### src/rtl/uart_pkg.sv
// Shared UART definitions used by the transmit and receive paths.
package uart_pkg;

  typedef enum logic [1:0] {IDLE, START, DATA, STOP} tx_state_t;

  localparam int unsigned UART_DATA_BITS = 8;
  localparam logic        UART_START_BIT = 1'b0;
  localparam logic        UART_STOP_BIT  = 1'b1;

endpackage

### src/rtl/sync_fifo.sv
// Single-clock FIFO with synchronous active-low reset; pushes when full and pops when
// empty are ignored.
module sync_fifo #(
  parameter int unsigned Width = 8,
  parameter int unsigned Depth = 16
) (
  input  logic                   clk_i,
  input  logic                   rst_ni,
  input  logic                   push_i,
  input  logic [Width-1:0]       wdata_i,
  input  logic                   pop_i,
  output logic [Width-1:0]       rdata_o,
  output logic                   full_o,
  output logic                   empty_o,
  output logic [$clog2(Depth):0] count_o
);

  localparam int unsigned AddrW = $clog2(Depth);
  localparam logic [AddrW-1:0] AddrLast = AddrW'(Depth - 1);
  localparam logic [AddrW:0]   CountFull = (AddrW + 1)'(Depth);

  logic [Width-1:0] mem_q [Depth];
  logic [AddrW-1:0] wptr_q, rptr_q;
  logic [AddrW:0]   count_q;
  logic             do_push, do_pop;

  assign full_o  = (count_q == CountFull);
  assign empty_o = (count_q == '0);
  assign count_o = count_q;
  assign rdata_o = mem_q[rptr_q];
  assign do_push = push_i && !full_o;
  assign do_pop  = pop_i && !empty_o;

  always_ff @(posedge clk_i) begin
    if (!rst_ni) begin
      wptr_q  <= '0;
      rptr_q  <= '0;
      count_q <= '0;
    end else begin
      if (do_push) wptr_q <= (wptr_q == AddrLast) ? '0 : wptr_q + AddrW'(1);
      if (do_pop)  rptr_q <= (rptr_q == AddrLast) ? '0 : rptr_q + AddrW'(1);
      unique case ({do_push, do_pop})
        2'b10:   count_q <= count_q + (AddrW + 1)'(1);
        2'b01:   count_q <= count_q - (AddrW + 1)'(1);
        default: count_q <= count_q;
      endcase
    end
  end

  // Storage needs no reset: entries are only read after being written.
  always_ff @(posedge clk_i) begin
    if (do_push) mem_q[wptr_q] <= wdata_i;
  end

endmodule

### src/rtl/uart_tx_buf.sv
// Buffered 8N1 UART transmitter: a byte FIFO feeding a start/data/stop shifter with
// back-to-back frames.
module uart_tx_buf
  import uart_pkg::*;
#(
  parameter int unsigned CLK_PER_BIT = 145,
  parameter int unsigned FIFO_DEPTH  = 16
) (
  input  logic                        clk,
  input  logic                        rstn,
  input  logic [7:0]                  tx_data,
  input  logic                        tx_valid,
  output logic                        tx_ready,
  output logic                        txd,
  output logic                        tx_busy,
  output logic [$clog2(FIFO_DEPTH):0] fifo_count
);

  localparam int unsigned BaudW = $clog2(CLK_PER_BIT);
  localparam int unsigned BitW  = $clog2(UART_DATA_BITS);
  localparam logic [BaudW-1:0] BaudLast = BaudW'(CLK_PER_BIT - 1);
  localparam logic [BitW-1:0]  BitLast  = BitW'(UART_DATA_BITS - 1);

  tx_state_t                 state_q, state_d;
  logic [BaudW-1:0]          baud_q, baud_d;
  logic [BitW-1:0]           bit_q, bit_d;
  logic [UART_DATA_BITS-1:0] shift_q, shift_d;
  logic                      txd_q, txd_d;
  logic                      bit_end;
  logic                      fifo_pop, fifo_full, fifo_empty;
  logic [7:0]                fifo_rdata;

  sync_fifo #(
    .Width (8),
    .Depth (FIFO_DEPTH)
  ) u_fifo (
    .clk_i   (clk),
    .rst_ni  (rstn),
    .push_i  (tx_valid && tx_ready),
    .wdata_i (tx_data),
    .pop_i   (fifo_pop),
    .rdata_o (fifo_rdata),
    .full_o  (fifo_full),
    .empty_o (fifo_empty),
    .count_o (fifo_count)
  );

  assign tx_ready = !fifo_full;
  assign txd      = txd_q;
  assign tx_busy  = (state_q != IDLE) || (fifo_count != '0);
  assign bit_end  = (baud_q == BaudLast);

  always_ff @(posedge clk) begin
    if (!rstn) begin
      state_q <= IDLE;
      baud_q  <= '0;
      bit_q   <= '0;
      shift_q <= '0;
      txd_q   <= UART_STOP_BIT;
    end else begin
      state_q <= state_d;
      baud_q  <= baud_d;
      bit_q   <= bit_d;
      shift_q <= shift_d;
      txd_q   <= txd_d;
    end
  end

  always_comb begin
    state_d = state_q;
    unique case (state_q)
      IDLE:  if (!fifo_empty) state_d = START;
      START: if (bit_end) state_d = DATA;
      DATA:  if (bit_end && (bit_q == BitLast)) state_d = STOP;
      STOP:  if (bit_end) state_d = fifo_empty ? IDLE : START;
      default: state_d = IDLE;
    endcase
  end

  // Every entry into START loads a fresh byte, so the pop is exactly that transition.
  always_comb begin
    fifo_pop = (state_d == START) && (state_q != START);
    baud_d   = '0;
    bit_d    = bit_q;
    shift_d  = shift_q;
    if (state_q != IDLE) baud_d = bit_end ? '0 : baud_q + BaudW'(1);
    if (fifo_pop) shift_d = fifo_rdata;
    if (state_q == START) bit_d = '0;
    if ((state_q == DATA) && bit_end) begin
      shift_d = shift_q >> 1;
      bit_d   = (bit_q == BitLast) ? '0 : bit_q + BitW'(1);
    end
    // txd is registered, so it follows the state being entered.
    unique case (state_d)
      START:   txd_d = UART_START_BIT;
      DATA:    txd_d = shift_d[0];
      default: txd_d = UART_STOP_BIT;
    endcase
  end

endmodule

### config.mk
export PLATFORM = sky130hd
export DESIGN_NAME = uart_tx_buf
export DESIGN_NICKNAME = d
export VERILOG_FILES = /design/src/rtl/uart_pkg.sv /design/src/rtl/sync_fifo.sv /design/src/rtl/uart_tx_buf.sv
export SDC_FILE = /design/constraint.sdc
export NUM_CORES = 1
export LEC_CHECK = 0
export BUFFER_PORTS_ARGS = -buffer_cell sky130_fd_sc_hd__buf_2
export CORE_MARGIN = 1
export CORE_UTILIZATION = 40
export DETAILED_ROUTE_END_ITERATION = 8
export HOLD_SLACK_MARGIN = 0.02
export PLACE_DENSITY = 0.56
export SYNTH_ARGS = -nofsm -noshare
export SYNTH_HDL_FRONTEND = slang
export SYNTH_SLANG_ARGS = --single-unit
export TNS_END_PERCENT = 20
### constraint.sdc
create_clock -name clk -period 7.15 [get_ports clk]
set_input_delay 1.0725 -clock clk [delete_from_list [all_inputs] [get_ports clk]]
set_output_delay 1.0725 -clock clk [all_outputs]
set_load 0.05 [all_outputs]
==> parameters.txt <==
Parameter                              Value

Min path
  Number of stages on the worst hold path    1
  Min-Delay Path Class    flip-flop to flip-flop

Synth
  Synthesis-stage register bit count    ~170
  Post-synth EDFFs    approximately 130
  Synth async-reset ratio    0%
  Fraction of the yosys area taken by sequential cells    about two thirds
  Post-Syn Area per Cell    roughly 16 sq um
  Warnings from Yosys    0
  Synthesized net count    between 400 and 500
  Library cells used by synthesis    between 40 and 50
  Cells taking the most area after synthesis    edfxtp_1 55%, dfxtp_1 11%, mux4_1 7.2%
  Mapped Area    about 7000 sq um
  Predominant post-synthesis flop cell    edfxtp_1
  Area leader, netlist    edfxtp_1
  Gate count of the mapped netlist    approximately 430
  Top-area cell type share of the netlist area    a little under three fifths

Layout
  Net count reported at finish    roughly 470
  Count of inserted antenna diode cells    0
  Signed area change from the synthesized netlist to the final layout    12.05%
  Number of fillers in the final layout    approximately 1500
  Layout cell share with drive strength beyond 1    between 10% and 20%

Routing
  First DRT Iteration DRCs    around 260
  Post-detailed-route DRC marker count    0
  Detailed Route WL    12.59 mm
  Via count normalized by instance count    roughly 5.3
  Routed length per placed instance    18.57 microns
  Number of detailed-routing iterations run before antenna repair    4
  Vias    between 3000 and 4000
  Final antenna-violating net count    0

Global route
  Final global-route overflow total    0
  Global-route usage over all layers    around 15%
  Antenna violations before repair    0
  Global-route wire length before repair    20.02 mm
  Largest net degree at the start of global routing    34
  Number of global-route vias before repair    ~3500

Setup path
  Depth of the most critical reg-to-reg path    12
  Crit path launch type    flip-flop
  Worst setup path class    flip-flop to flip-flop
  Kind of capture point of the worst setup path    flip-flop
  Largest fanout of any net on the critical path    13
  Critical Path AT    between 3000 and 4000 ps
  Required time worst endpoint    around 7500 ps

Floorplanning
  Number of top-level pins    19
  Floorplan die width    approximately 130 microns
  Die area    roughly 18000 sq um
  Std-Cell Rows    between 40 and 50
  Starting Density    41.43%
  Core area    16820 sq um
  Die boundary height    134.0 microns

Clocking
  Buffer levels on the longest clock path    2
  CTS tree    built
  Number of levels in the clock H-tree    4
  CTS Sinks    between 150 and 200
  # Post-CTS Setup Buffers    0
  Insertion delay to the later sink of the worst-skew pair    about 420 ps
  Number of instances resized during post-cts repair    0
  Clock buffers created by TritonCTS    17
  Clk slew on worst S/H paths    about 60 ps
  Root Driver    clkbuf_16
  Cts hold-fix bufs    0

Place
  Routability congestion estimate    0.8463
  DP HPWL    8.262 mm
  Port Buffer Count    18

Outcome
  Outcome    finished, final reports clean

Timing
  Final worst path period share    45.85%
  Sum Neg Setup Slack    0 ps
  Final hold violation count    0
  Transition time of the tightest slew-check pin    959.3 ps
  Setup repair after global routing missed its margin    no
  Max Freq    between 0.3 and 0.4 GHz
  Worst relative slew slack    a little over a third
  Worst clock skew    between 10 and 15 ps
  Final Setup Violations    0
  Post-route minimum period    around 3300 ps
  Final Max Slew Viols    0

Job
  MaxCap Viol Count    0

Pwr
  Post-layout total power    around 2.8 mW
  Peak ir drop on the vdd network    0.0002708 V
  Leak pwr    approximately 2.6 nW
  Pwr per Cell Area    between 300 and 400 nW/um^2
==> registers in the layout (all words and copies together), names as in the netlist, named ones only <==
| signal | cells |
|---|---|
| baud_q | 8 |
| u_fifo.mem_q | 128 |
| shift_q | 8 |
| bit_q | 3 |
| state_q | 2 |
| u_fifo.count_o | 5 |
| txd | 1 |
| u_fifo.wptr_q | 4 |
| u_fifo.rptr_q | 4 |
==> stage by stage <==
| stage | instances | hold WS, ps | worst slack (ps) | util, % | instance area [sq um] |
|---|---|---|---|---|---|
| 6_report | 678 | 474.4 | 3872 | 46.42 | 7807 |
| 5_1_grt | 678 | 515.1 | 3555 | 46.42 | 7807 |
| 4_1_cts | 678 | 483.9 | 3864 | 46.42 | 7807 |
| 3_5_place_dp | 647 | 469.7 | 3892 | 43.00 | 7232 |
| 3_3_place_gp | 647 | 456.8 | 4008 | 43.00 | 7232 |
| 2_1_floorplan | 427 | 437.2 | 3700 | - | 6968 |
==> cell families after synthesis <==
family	after synthesis	synth area share, %
xor gates and xnor gates	14	1.760
AOI/OAI and AO/OA	49	4.579
muxes	50	15.23
buffers and inverters	34	2.675
and+or+nand+nor	101	7.237
adders and majority gates	12	2.155
DFF	167	66.37
==> critical path, stage by stage, from the launching register on <==
cell and delay [ps]:
dfxtp_1 550, and2_1 190, a41o_1 260, nand2_1 150, inv_1 420, ha_1 410, xor2_1 130, ha_1 210
a31o_2 240, nor2_1 90, mux2i_1 70, or3_1 290, a21boi_0 160
==> layer usage <==
layer / share of wire [%] / track usage, % / vias up
li1: - / - / 1695
met2: 49 / 24.32 / 71
met1: 46 / 20.43 / 1792
met3: 3.9 / 3.855 / 11
met4: 1.0 / 5.871 / 0
met5: 0 / 0 / -
==> final timing paths <==
check / slack, ps / end / from
hold reg to reg: 470 / baud_q[0] / baud_q[0]
setup / recovery: 3870 / u_fifo.count_o[4] / state_q[1]
hold / removal: 470 / baud_q[0] / baud_q[0]
setup reg to reg: 3870 / u_fifo.count_o[4] / state_q[1]
==> cells in the final DEF, fill, tap and decap left out, drive strengths merged, types with 3 or more instances in the layout <==
master and n:
a21boi 7, a21oi 12, and2 11, and3 3
buf 23, clkbuf 19, clkinv 3, dfxtp 39
edfxtp 128, ha 12, inv 17, mux2i 10
mux4 39, nand2 24, nand2b 6, nand3 9
nor2 28, nor2b 7, nor3 4, o21ai 11
o22a 3, o22ai 4, xnor2 6, xor2 8
==> synthesized netlist by cell type (3+ instances only) <==
library cell,count
buf_2,4
inv_1,11
and3_1,3
nand3_1,9
xnor2_1,6
mux2i_1,10
edfxtp_1,128
nand2_1,24
o22a_1,3
mux4_1,19
clkbuf_1,8
and2_1,11
ha_1,12
a21boi_0,7
buf_6,5
a21oi_1,12
xor2_1,8
nor3_1,4
mux4_2,20
nor2b_1,7
o21ai_0,11
o22ai_1,4
nor2_1,28
nand2b_1,6
dfxtp_1,39
==> area by class of cell <==
type | count | area, sq um | area share (%)
well taps | 220 | 275.3 | 3.526
flip-flops and latches | 167 | 4626 | 59.25
clock buffers | 19 | 432.9 | 5.545
repair buffers | 23 | 127.6 | 1.635
clock inverters | 12 | 142.6 | 1.827
multi-input cells | 226 | 2162 | 27.69
inverters | 11 | 41.29 | 0.5288
==> power by group <==
group | switching [mW] | leakage (nW) | internal [mW] | total (mW)
sequential | 0.0524 | 1.47 | 1.11 | 1.16
combinational | 0.407 | 0.850 | 0.321 | 0.728
clock | 0.379 | 0.280 | 0.520 | 0.899
total | 0.839 | 2.60 | 1.95 | 2.79
Note: power is estimated with default switching activity, not from simulation.
